File: config.mk
export PLATFORM = sky130hd
export DESIGN_NAME = fp_operand_issuer_flat
export DESIGN_NICKNAME = d
export VERILOG_FILES = /design/src/rtl/fp_operand_issuer_pkg.sv /design/src/rtl/fp_operand_issuer_if.sv /design/src/rtl/fp_operand_issuer_classify.sv /design/src/rtl/fp_operand_issuer.sv /design/src/flat_wrapper.sv
export SDC_FILE = /design/constraint.sdc
export NUM_CORES = 1
export LEC_CHECK = 0
export ABC_CLOCK_PERIOD_IN_PS = 3700
export CAP_MARGIN = 20
export CORE_ASPECT_RATIO = 1.2
export CORE_MARGIN = 4
export CORE_UTILIZATION = 40
export CTS_CLUSTER_DIAMETER = 150
export DETAILED_ROUTE_END_ITERATION = 8
export PLACE_DENSITY = 0.67
export SLEW_MARGIN = 20
export SYNTH_ARGS = -nofsm -noshare
export SYNTH_HDL_FRONTEND = slang
export SYNTH_SLANG_ARGS = --single-unit
export TNS_END_PERCENT = 20
File: constraint.sdc
create_clock -name clk_i -period 3.7 [get_ports clk_i]
set_clock_uncertainty 0.15 [all_clocks]
set_input_delay 0.925 -clock clk_i [delete_from_list [all_inputs] [get_ports clk_i]]
set_output_delay 0.925 -clock clk_i [all_outputs]
set_load 0.03 [all_outputs]
File: src/rtl/fp_operand_issuer_pkg.sv
// fpu_pkg: shared types and constants for the FP operand issuer and its classifier.
package fpu_pkg;
    localparam int EXP_W = 8;
    localparam int FRAC_W = 23;
    localparam logic [EXP_W-1:0] EXP_MAX = 8'hFF;
    localparam logic [31:0] QNAN = 32'h7FFF_FFFF;
    typedef enum logic [1:0] {IDLE, ISSUE, WAIT} issuer_state_t;
    typedef struct packed {
        logic              sign;
        logic [EXP_W-1:0]  exp;
        logic [FRAC_W-1:0] frac;
        logic              inf;
        logic              nan;
    } fp_unpacked_t;
endpackage

File: src/rtl/fp_operand_issuer_if.sv
// fp_operand_issuer_if: operand handshake plus unpacked issue bus toward the FP multiplier.
// Carries ftz_o only when FP_ISSUER_FTZ_EN is defined.
interface fp_operand_issuer_if;
    logic        operand_valid_i;
    logic        operand_ready_o;
    logic [31:0] x_i;
    logic [31:0] y_i;
    logic        result_valid_i;
    logic        data_valid_o;
    logic        x_sign_o;
    logic        y_sign_o;
    logic [7:0]  x_exp_o;
    logic [7:0]  y_exp_o;
    logic [22:0] x_frac_o;
    logic [22:0] y_frac_o;
    logic        x_infinity_o;
    logic        y_infinity_o;
    logic        x_nan_o;
    logic        y_nan_o;
    logic        busy_o;
    logic        timeout_o;
`ifdef FP_ISSUER_FTZ_EN
    logic        ftz_o;
`endif
    modport slave (
        input  operand_valid_i, x_i, y_i, result_valid_i,
        output operand_ready_o, data_valid_o, x_sign_o, y_sign_o, x_exp_o, y_exp_o,
               x_frac_o, y_frac_o, x_infinity_o, y_infinity_o, x_nan_o, y_nan_o,
               busy_o, timeout_o
`ifdef FP_ISSUER_FTZ_EN
        , output ftz_o
`endif
    );
    modport master (
        output operand_valid_i, x_i, y_i, result_valid_i,
        input  operand_ready_o, data_valid_o, x_sign_o, y_sign_o, x_exp_o, y_exp_o,
               x_frac_o, y_frac_o, x_infinity_o, y_infinity_o, x_nan_o, y_nan_o,
               busy_o, timeout_o
`ifdef FP_ISSUER_FTZ_EN
        , input ftz_o
`endif
    );
endinterface

File: src/rtl/fp_operand_issuer_classify.sv
// fp_classify: slices a packed single-precision word into fields and inf/nan flags.
// With FP_ISSUER_FTZ_EN defined, subnormal fractions are flushed and reported.
module fp_classify
    import fpu_pkg::*;
(
    input  logic [31:0]  word,
    output fp_unpacked_t fp
`ifdef FP_ISSUER_FTZ_EN
    , output logic       flushed
`endif
);
    logic [EXP_W-1:0]  e;
    logic [FRAC_W-1:0] f;
    assign e = word[30:23];
    assign f = word[22:0];
    assign fp.sign = word[31];
    assign fp.exp = e;
    assign fp.inf = e == EXP_MAX && f == '0;
    assign fp.nan = e == EXP_MAX && f != '0;
`ifdef FP_ISSUER_FTZ_EN
    assign flushed = e == '0 && f != '0;
    assign fp.frac = flushed ? '0 : f;
`else
    assign fp.frac = f;
`endif
endmodule

File: src/rtl/fp_operand_issuer.sv
// fp_operand_issuer: buffers one operand pair, classifies it and issues a one-cycle pulse to the multiplier.
// Optional subnormal flush-to-zero with ftz_o when FP_ISSUER_FTZ_EN is defined.
module fp_operand_issuer
    import fpu_pkg::*;
#(
    parameter int TIMEOUT_CYCLES = 16,
    parameter int CNT_W = 8
) (
    input logic                clk_i,
    input logic                rst_i,
    fp_operand_issuer_if.slave bus
);
    localparam logic [CNT_W-1:0] CNT_LAST = CNT_W'(TIMEOUT_CYCLES - 1);
    issuer_state_t    state;
    logic             buf_full;
    logic             accept;
    logic [31:0]      x_q;
    logic [31:0]      y_q;
    logic [CNT_W-1:0] cnt;
    logic [CNT_W-1:0] cnt_inc;
    fp_unpacked_t     xu;
    fp_unpacked_t     yu;
    assign accept = bus.operand_valid_i && !buf_full;
    assign bus.operand_ready_o = !buf_full;
    assign cnt_inc = &cnt ? cnt : cnt + 1'b1;
`ifdef FP_ISSUER_FTZ_EN
    logic x_ftz;
    logic y_ftz;
    fp_classify u_x (.word(x_q), .fp(xu), .flushed(x_ftz));
    fp_classify u_y (.word(y_q), .fp(yu), .flushed(y_ftz));
`else
    fp_classify u_x (.word(x_q), .fp(xu));
    fp_classify u_y (.word(y_q), .fp(yu));
`endif
    always_ff @(posedge clk_i or negedge rst_i) begin
        if (!rst_i) begin
            state <= IDLE;
            buf_full <= 1'b0;
            x_q <= '0;
            y_q <= '0;
            cnt <= '0;
            bus.data_valid_o <= 1'b0;
            bus.timeout_o <= 1'b0;
            bus.busy_o <= 1'b0;
            bus.x_sign_o <= 1'b0;
            bus.y_sign_o <= 1'b0;
            bus.x_exp_o <= '0;
            bus.y_exp_o <= '0;
            bus.x_frac_o <= '0;
            bus.y_frac_o <= '0;
            bus.x_infinity_o <= 1'b0;
            bus.y_infinity_o <= 1'b0;
            bus.x_nan_o <= 1'b0;
            bus.y_nan_o <= 1'b0;
`ifdef FP_ISSUER_FTZ_EN
            bus.ftz_o <= 1'b0;
`endif
        end else begin
            if (accept) begin
                x_q <= bus.x_i;
                y_q <= bus.y_i;
            end
            // a fresh accept wins over the IDLE drain so a prefetched pair is never lost
            buf_full <= accept || (buf_full && state != IDLE);
            bus.data_valid_o <= 1'b0;
            bus.timeout_o <= 1'b0;
`ifdef FP_ISSUER_FTZ_EN
            bus.ftz_o <= 1'b0;
`endif
            case (state)
                IDLE: if (buf_full) begin
                    state <= ISSUE;
                    bus.busy_o <= 1'b1;
                    bus.data_valid_o <= 1'b1;
                    bus.x_sign_o <= xu.sign;
                    bus.y_sign_o <= yu.sign;
                    bus.x_exp_o <= xu.exp;
                    bus.y_exp_o <= yu.exp;
                    bus.x_frac_o <= xu.frac;
                    bus.y_frac_o <= yu.frac;
                    bus.x_infinity_o <= xu.inf;
                    bus.y_infinity_o <= yu.inf;
                    bus.x_nan_o <= xu.nan;
                    bus.y_nan_o <= yu.nan;
`ifdef FP_ISSUER_FTZ_EN
                    bus.ftz_o <= x_ftz || y_ftz;
`endif
                end
                ISSUE: begin
                    cnt <= '0;
                    state <= WAIT;
                end
                WAIT: begin
                    cnt <= cnt_inc;
                    // completion takes priority over a coinciding watchdog expiry
                    if (bus.result_valid_i || cnt_inc == CNT_LAST) begin
                        state <= IDLE;
                        bus.busy_o <= 1'b0;
                        bus.timeout_o <= !bus.result_valid_i;
                    end
                end
                default: begin
                    state <= IDLE;
                    bus.busy_o <= 1'b0;
                end
            endcase
        end
    end
endmodule

File: src/flat_wrapper.sv
// flat-port wrapper written by rule: the top's interface ports become plain ports
module fp_operand_issuer_flat import fpu_pkg::*;
#(
    parameter int TIMEOUT_CYCLES = 16,
    parameter int CNT_W = 8
)
  (clk_i, rst_i, bus_operand_valid_i, bus_x_i, bus_y_i, bus_result_valid_i, bus_operand_ready_o, bus_data_valid_o, bus_x_sign_o, bus_y_sign_o, bus_x_exp_o, bus_y_exp_o, bus_x_frac_o, bus_y_frac_o, bus_x_infinity_o, bus_y_infinity_o, bus_x_nan_o, bus_y_nan_o, bus_busy_o, bus_timeout_o);
  fp_operand_issuer_if bus_i ();
  input logic clk_i;
  input logic rst_i;
  input wire logic [$bits(bus_i.operand_valid_i)-1:0] bus_operand_valid_i;
  input wire logic [$bits(bus_i.x_i)-1:0] bus_x_i;
  input wire logic [$bits(bus_i.y_i)-1:0] bus_y_i;
  input wire logic [$bits(bus_i.result_valid_i)-1:0] bus_result_valid_i;
  output wire logic [$bits(bus_i.operand_ready_o)-1:0] bus_operand_ready_o;
  output wire logic [$bits(bus_i.data_valid_o)-1:0] bus_data_valid_o;
  output wire logic [$bits(bus_i.x_sign_o)-1:0] bus_x_sign_o;
  output wire logic [$bits(bus_i.y_sign_o)-1:0] bus_y_sign_o;
  output wire logic [$bits(bus_i.x_exp_o)-1:0] bus_x_exp_o;
  output wire logic [$bits(bus_i.y_exp_o)-1:0] bus_y_exp_o;
  output wire logic [$bits(bus_i.x_frac_o)-1:0] bus_x_frac_o;
  output wire logic [$bits(bus_i.y_frac_o)-1:0] bus_y_frac_o;
  output wire logic [$bits(bus_i.x_infinity_o)-1:0] bus_x_infinity_o;
  output wire logic [$bits(bus_i.y_infinity_o)-1:0] bus_y_infinity_o;
  output wire logic [$bits(bus_i.x_nan_o)-1:0] bus_x_nan_o;
  output wire logic [$bits(bus_i.y_nan_o)-1:0] bus_y_nan_o;
  output wire logic [$bits(bus_i.busy_o)-1:0] bus_busy_o;
  output wire logic [$bits(bus_i.timeout_o)-1:0] bus_timeout_o;
  assign bus_i.operand_valid_i = bus_operand_valid_i;
  assign bus_i.x_i = bus_x_i;
  assign bus_i.y_i = bus_y_i;
  assign bus_i.result_valid_i = bus_result_valid_i;
  assign bus_operand_ready_o = bus_i.operand_ready_o;
  assign bus_data_valid_o = bus_i.data_valid_o;
  assign bus_x_sign_o = bus_i.x_sign_o;
  assign bus_y_sign_o = bus_i.y_sign_o;
  assign bus_x_exp_o = bus_i.x_exp_o;
  assign bus_y_exp_o = bus_i.y_exp_o;
  assign bus_x_frac_o = bus_i.x_frac_o;
  assign bus_y_frac_o = bus_i.y_frac_o;
  assign bus_x_infinity_o = bus_i.x_infinity_o;
  assign bus_y_infinity_o = bus_i.y_infinity_o;
  assign bus_x_nan_o = bus_i.x_nan_o;
  assign bus_y_nan_o = bus_i.y_nan_o;
  assign bus_busy_o = bus_i.busy_o;
  assign bus_timeout_o = bus_i.timeout_o;
  fp_operand_issuer #(.TIMEOUT_CYCLES(TIMEOUT_CYCLES), .CNT_W(CNT_W)) u_core (.clk_i(clk_i), .rst_i(rst_i), .bus(bus_i));
endmodule
==> results of run 1 <==
## cells by family (layout without fill, tap and decap cells)
kind of cell	Yosys count	count (layout)	share of synthesized area [%]
AO/OA/AOI/OAI	38	38	4.33
adder cells (fa/ha/maj)	4	4	0.853
buffers and inverters	29	184	2.28
flip-flops	146	146	62.3
multiplexers	128	128	24.6
AND/OR/NAND/NOR	62	62	5.71
## cells in the mapped netlist, drive strengths merged, types with 2 or more instances
library cell | count | area [sq um]
a2111oi | 2 | 17.5
a21oi | 11 | 55.1
a31oi | 2 | 12.5
a41oi | 2 | 17.5
and3 | 4 | 25.0
buf | 17 | 87.6
clkbuf | 3 | 12.5
dfrtp | 146 | 3650
ha | 4 | 50.1
inv | 9 | 33.8
mux2 | 128 | 1440
nand2 | 13 | 48.8
nand4 | 8 | 50.1
nor2 | 10 | 37.5
nor2b | 3 | 18.8
nor3 | 4 | 20.0
nor3b | 2 | 15.0
nor4 | 10 | 62.6
o21ai | 7 | 35.0
o22ai | 2 | 12.5
o31ai | 2 | 15.0
or3 | 2 | 12.5
## flip-flops by register name (all words and copies together) (netlist names), 2 cells and up
name and count:
u_core.bus.y_exp_o 8, u_core.bus.x_exp_o 8, u_core.cnt 8, u_core.x_q 32, u_core.bus.y_frac_o 23, u_core.state 2
u_core.y_q 32, u_core.bus.x_frac_o 23
## worst min path at each step
stage	startpoint	to	slack (ns)	depth (start not counted)
CTS	u_core.bus.x_infinity_o	u_core.bus.x_infinity_o	0.34	2
finish	u_core.bus.x_infinity_o	u_core.bus.x_infinity_o	0.33	2
floorplan	u_core.x_q[31]	u_core.bus.x_sign_o	0.33	1
global placement	u_core.bus.x_infinity_o	u_core.bus.x_infinity_o	0.31	2
detailed placement	u_core.bus.x_infinity_o	u_core.bus.x_infinity_o	0.32	2
global route	u_core.bus.y_frac_o[20]	u_core.bus.y_frac_o[20]	0.38	1
## report_power, final
group	switching (mW)	internal [mW]	total [mW]	leakage (nW)
clock network	0.636	1.06	1.70	0.291
registers	0.511	2.37	2.88	1.74
logic	1.58	1.61	3.19	1.29
total	2.72	5.05	7.77	3.32
## routing by layer
layer	share of wire [%]	vias up	routed length (um)
met5	0	-	0
met4	1.6	0	217
met3	8.0	23	1060
met2	51	112	6780
met1	39	1959	5160
li1	-	1770	-
## through the flow
stage	cell area, sq um	power [mW]
floorplan	5870	4.85
global placement	7450	6.05
detailed placement	7450	6.15
CTS	8040	7.88
global route	8040	8.22
finish	8040	7.77
## layout by cell type (no fill, tap or decap), types with 3 or more instances in the layout
cell type        count
clkbuf_8             4
nand4_1              8
clkinv_2             3
ha_1                 4
nor4_1              10
nor2_1              10
nor3_1               4
nand2_1             12
clkdlybuf4s50_1    138
mux2_2             128
inv_1                9
o21ai_0              7
dfrtp_1            146
clkbuf_16           17
clkbuf_1             3
a21oi_1             11
and3_1               4
## tightest hold or removal path: stages, from the launching register on
cell     delay [ns]
dfrtp_1        0.34
nand2_1        0.05
o31ai_1        0.05
## final cells by class
| cell class | count | area [sq um] |
|---|---|---|
| Clock buffer | 24 | 492 |
| Clock inverter | 8 | 100 |
| Fill cell | 1221 | 6370 |
| Inverter | 9 | 33.8 |
| Multi-Input combinational cell | 232 | 2100 |
| Sequential cell | 146 | 3650 |
| Tap cell | 175 | 219 |
| Timing Repair Buffer | 143 | 1450 |
==> summary.md, run 1 <==
| Metric | Value |
|---|---|
| RSZ-0062 raised after global routing | `no` |
| Min cycle time layout | `2.75 ns` |
| Sink Count | `146` |
| Core area | `14400 sq um` |
| Final WL | `13200 um` |
| Setup crit start | `u_core.buf_full` |
| Non-filler cells, final | `737` |
| Clock root buffer | `clkbuf_16` |
| Crit path max-delay cell type | `clkdlybuf4s50_1` |
| # nets final | `621` |
| CTS Buffer Depth | `2` |
| Top_reg_cell synth | `dfrtp_1` |
| DRT antenna net count | `0` |
| HPWL after DPL | `9130 um` |
| Grt met1 use | `18.4%` |
| WP data required | `2.62 ns` |
| Mapped Nets | `479` |
| DRC | `0` |
| Share of cells above drive strength 1 | `29.5%` |
| Worst rel slew slack | `46.0%` |
| Row Count | `48` |
| Hold buffers post-CTS | `0` |
| Placed cells | `705` |
| Final Hold Fails | `0` |
| Netlist Area Pre-Place | `5870 sq um` |
| Die area | `16700 sq um` |
| Critical Path End | `bus_operand_ready_o` |
| CP Max Fanout | `7` |
| Setup WS post-layout | `0.949 ns` |
| Grt met3 use | `7.34%` |
| Fin Setup TNS | `0 ns` |
| Post-cts sizing count | `0` |
| Leak | `3.32 nW` |
| I/O pin cnt | `140` |
| Final Hold Slack | `0.335 ns` |
| Setup Viol. Count Final | `0` |
| Grt met2 use | `28.4%` |
| Vias in the first global route | `4225` |
| Grt ovf | `0` |
| Post-synth ARST share | `100%` |
| Area delta synth->final | `37.0%` |
| Slew Viols, Final | `0` |
| Crit path DAT | `1.68 ns` |
| Yosys reg bits | `146` |
| Origin of the critical flop-to-flop path | `u_core.state[0]` |
| Mapped Cells | `407` |
| Avg Inst Size Synth | `14.4 sq um` |
| Critical path startpoint category | `flop` |
| Wire length per cell | `17.9 um` |
| Synth Warn # | `0` |
| Final period utilization | `74.4%` |
| RR Endpoint | `u_core.bus.y_frac_o[13]` |
| Gpl congestion | `0.773` |
| Distinct cell type count after synthesis | `42` |
| Critical-path cell list | `inv_1 -> clkdlybuf4s50_1` |
| Post-CTS Setup Bufs | `0` |
| GR peak layer | `met2` |
| Worst reg2reg path depth | `5` |
| Buffers added on ports | `139` |
| Fmax | `363 MHz` |
| Peak supply drop | `440 uV` |
| Worst Hold Class | `flop to flop` |
| CP endpoint kind | `output port` |
| Initial antenna violation count | `0` |
| Iter 0 DRT Violations | `202` |
| Pin count of the biggest net entering global routing | `90` |
| Register area share after synthesis | `62.3%` |
| Initial core utilization | `40.7%` |
| CP Class | `flop to output port` |
| Largest stage delay on the critical path | `0.67 ns` |
| All-Layer GR Usage | `16.6%` |
| Global-route wire length before repair | `21700 um` |
| Ant diodes | `0` |
| Actual slew at the worst max-slew pin | `0.810 ns` |
| Result of the run | `completed` |
| EDFF count, synth | `0` |
| Clk slew on worst S/H paths | `0.05 ns` |
| Via count | `3864` |
| Dpl ws | `1.13 ns` |
| Crit path depth | `2` |
| Total of max-cap violations | `0` |
| Die X | `119 um` |
| Vias per Instance | `5.24` |
| Worst-Skew Late Latency | `0.42 ns` |
| Critical path buffer and inverter count | `2` |
| Num CTS Buffers | `17` |
| Reg2reg setup slack | `1.32 ns` |
| TritonCTS clock tree | `done` |
| Die Y | `141 um` |
| Final Core Density | `55.8%` |
| CTS HTree Levels | `4` |
| Cell Pwr Density | `966 nW/um^2` |
| DRT Pass-1 Iters | `4` |
| Top Family by Delay on Critical Path | `buffers and inverters` |
Note: power is estimated with default switching activity, not from simulation.
==> inputs of run 2 (changes only) <==
- ABC_CLOCK_PERIOD_IN_PS: 3700 -> 2700
- clock period: 3.7 -> 2.7 ns (I/O delays scaled with it)
==> run 2 against run 1 <==
Count of clock-buffer cells in the layout decreased by 2. Clock power increased by 38%. Cell count increased by 0.27%. Routed wire length decreased by 1.1%. Largest power group unchanged. Highest routed layer unchanged.
==> summary.md, run 2 (synthesized netlist as in run 1, its figures left out) <==
| Metric | Value |
|---|---|
| Result of the run | `completed` |
| Peak supply drop | `690 uV` |
| DRT Pass-1 Iters | `4` |
| Post-CTS Setup Bufs | `0` |
| RR Endpoint | `u_core.state[0]` |
| Critical path startpoint category | `flop` |
| Top flop regs | `u_core.x_q (32), u_core.y_q (32)` |
| Share of cells above drive strength 1 | `29.6%` |
| Sink Count | `146` |
| Fmax | `430 MHz` |
| Buffers added on ports | `139` |
| CP endpoint kind | `output port` |
| Cell Pwr Density | `1320 nW/um^2` |
| Fillers | `1217` |
| CP Class | `flop to output port` |
| TritonCTS clock tree | `done` |
| Worst rel slew slack | `67.2%` |
| Final WL | `13100 um` |
| Origin of the critical flop-to-flop path | `u_core.cnt[0]` |
| Total of max-cap violations | `0` |
| Grt ovf | `0` |
| Most common cell after layout, fill and taps aside | `dfrtp_1` |
| DRC | `0` |
| All-Layer GR Usage | `16.5%` |
| CP Max Fanout | `2` |
| Most frequent cells in the layout | `dfrtp_1, clkdlybuf4s50_1, mux2_2` |
| Clock root buffer | `clkbuf_16` |
| Setup Viol. Count Final | `0` |
| Global-route wire length before repair | `21900 um` |
| Die area | `16700 sq um` |
| Multi-input logic area | `2100 sq um` |
| Final Hold Fails | `0` |
| HPWL after DPL | `9310 um` |
| Gpl congestion | `0.779` |
| Final period utilization | `86.1%` |
| Clk slew on worst S/H paths | `0.06 ns` |
| Vias per Instance | `5.23` |
| Die Y | `141 um` |
| Wire length per cell | `17.7 um` |
| CTS Buffer Depth | `2` |
| Die X | `119 um` |
| RSZ-0062 raised after global routing | `no` |
| Core area | `14400 sq um` |
| Post-cts sizing count | `0` |
| Num CTS Buffers | `17` |
| Vias in the first global route | `4239` |
| Worst reg2reg path depth | `6` |
| Crit path max-delay cell type | `clkdlybuf4s50_1` |
| DRT antenna net count | `0` |
| Slew Viols, Final | `0` |
| Largest stage delay on the critical path | `0.67 ns` |
| Register area | `3650 sq um` |
| I/O pin cnt | `140` |
| Reg2reg setup slack | `0.46 ns` |
| Iter 0 DRT Violations | `136` |
| Final Core Density | `56.1%` |
| Worst-Skew Late Latency | `0.41 ns` |
| WP data required | `1.88 ns` |
| Critical-path cell list | `inv_1 -> clkdlybuf4s50_1` |
| Hold buffers post-CTS | `0` |
| Area delta synth->final | `37.7%` |
| Row Count | `48` |
| CTS HTree Levels | `4` |
| Fin Setup TNS | `0 ns` |
| Ant diodes | `0` |
| Leak | `3.34 nW` |
| # nets final | `624` |
| Initial antenna violation count | `0` |
| Actual slew at the worst max-slew pin | `0.493 ns` |
| Crit path DAT | `1.50 ns` |
| Initial core utilization | `40.7%` |
| Worst Hold Class | `input pin to asynchronous set/reset pin` |
| Min cycle time layout | `2.32 ns` |
| Pin count of the biggest net entering global routing | `66` |
| Via count | `3867` |
## run 2: changes by cell type in the layout (fill, tap and decap cells not counted), sizes merged
cell and change:
bufinv +1, buf +3, clkbuf -2
## run 2: cell type report
class	count	area share, %
Clock buffer	22	5.62
Tap cell	175	2.71
Sequential cell	146	45.2
Timing Repair Buffer	146	18.5
Clock inverter	9	1.61
Inverter	9	0.418
Multi-Input combinational cell	232	25.9
## run 2: per-layer routing
layer / track usage [%] / up-vias / routed length (um)
li1: - / 1774 / -
met1: 19.0 / 1953 / 5090
met2: 27.6 / 119 / 6650
met3: 7.38 / 21 / 1080
met4: 5.55 / 0 / 244
met5: 0 / - / 0
## run 2: worst max-delay path, delay by kind of cell, from the launching register on
kind                   cells  cell delay, ns
flip-flops                 1            0.37
buffers and inverters      2            0.72
## run 2: per-stage QoR
stage	setup WS (ns)	hold slack (ns)	std cells	total power [mW]	area (sq um)
2_1_floorplan	0.670	0.229	407	6.65	5870
3_3_place_gp	0.389	0.313	708	8.33	7500
3_5_place_dp	0.338	0.328	708	8.47	7500
4_1_cts	0.341	0.0608	739	10.8	8080
5_1_grt	0.257	0.0813	739	11.3	8080
6_report	0.376	0.0615	739	10.7	8080
## run 2: power breakdown
part	leakage, nW	internal, mW	switching [mW]
Clock	0.284	1.47	0.869
Combinational	1.31	2.24	2.19
Sequential	1.74	3.25	0.670
## run 2: how the worst max path moves through the flow
stage / startpoint / depth (start not counted) / slack (ns) / to
floorplan: u_core.cnt[0] / 6 / 0.67 / u_core.state[0]
global placement: bus_operand_valid_i / 4 / 0.39 / u_core.x_q[4]
CTS: u_core.buf_full / 2 / 0.34 / bus_operand_ready_o
finish: u_core.buf_full / 2 / 0.38 / bus_operand_ready_o
detailed placement: bus_operand_valid_i / 4 / 0.34 / u_core.x_q[4]
global route: u_core.cnt[0] / 6 / 0.26 / u_core.bus.busy_o
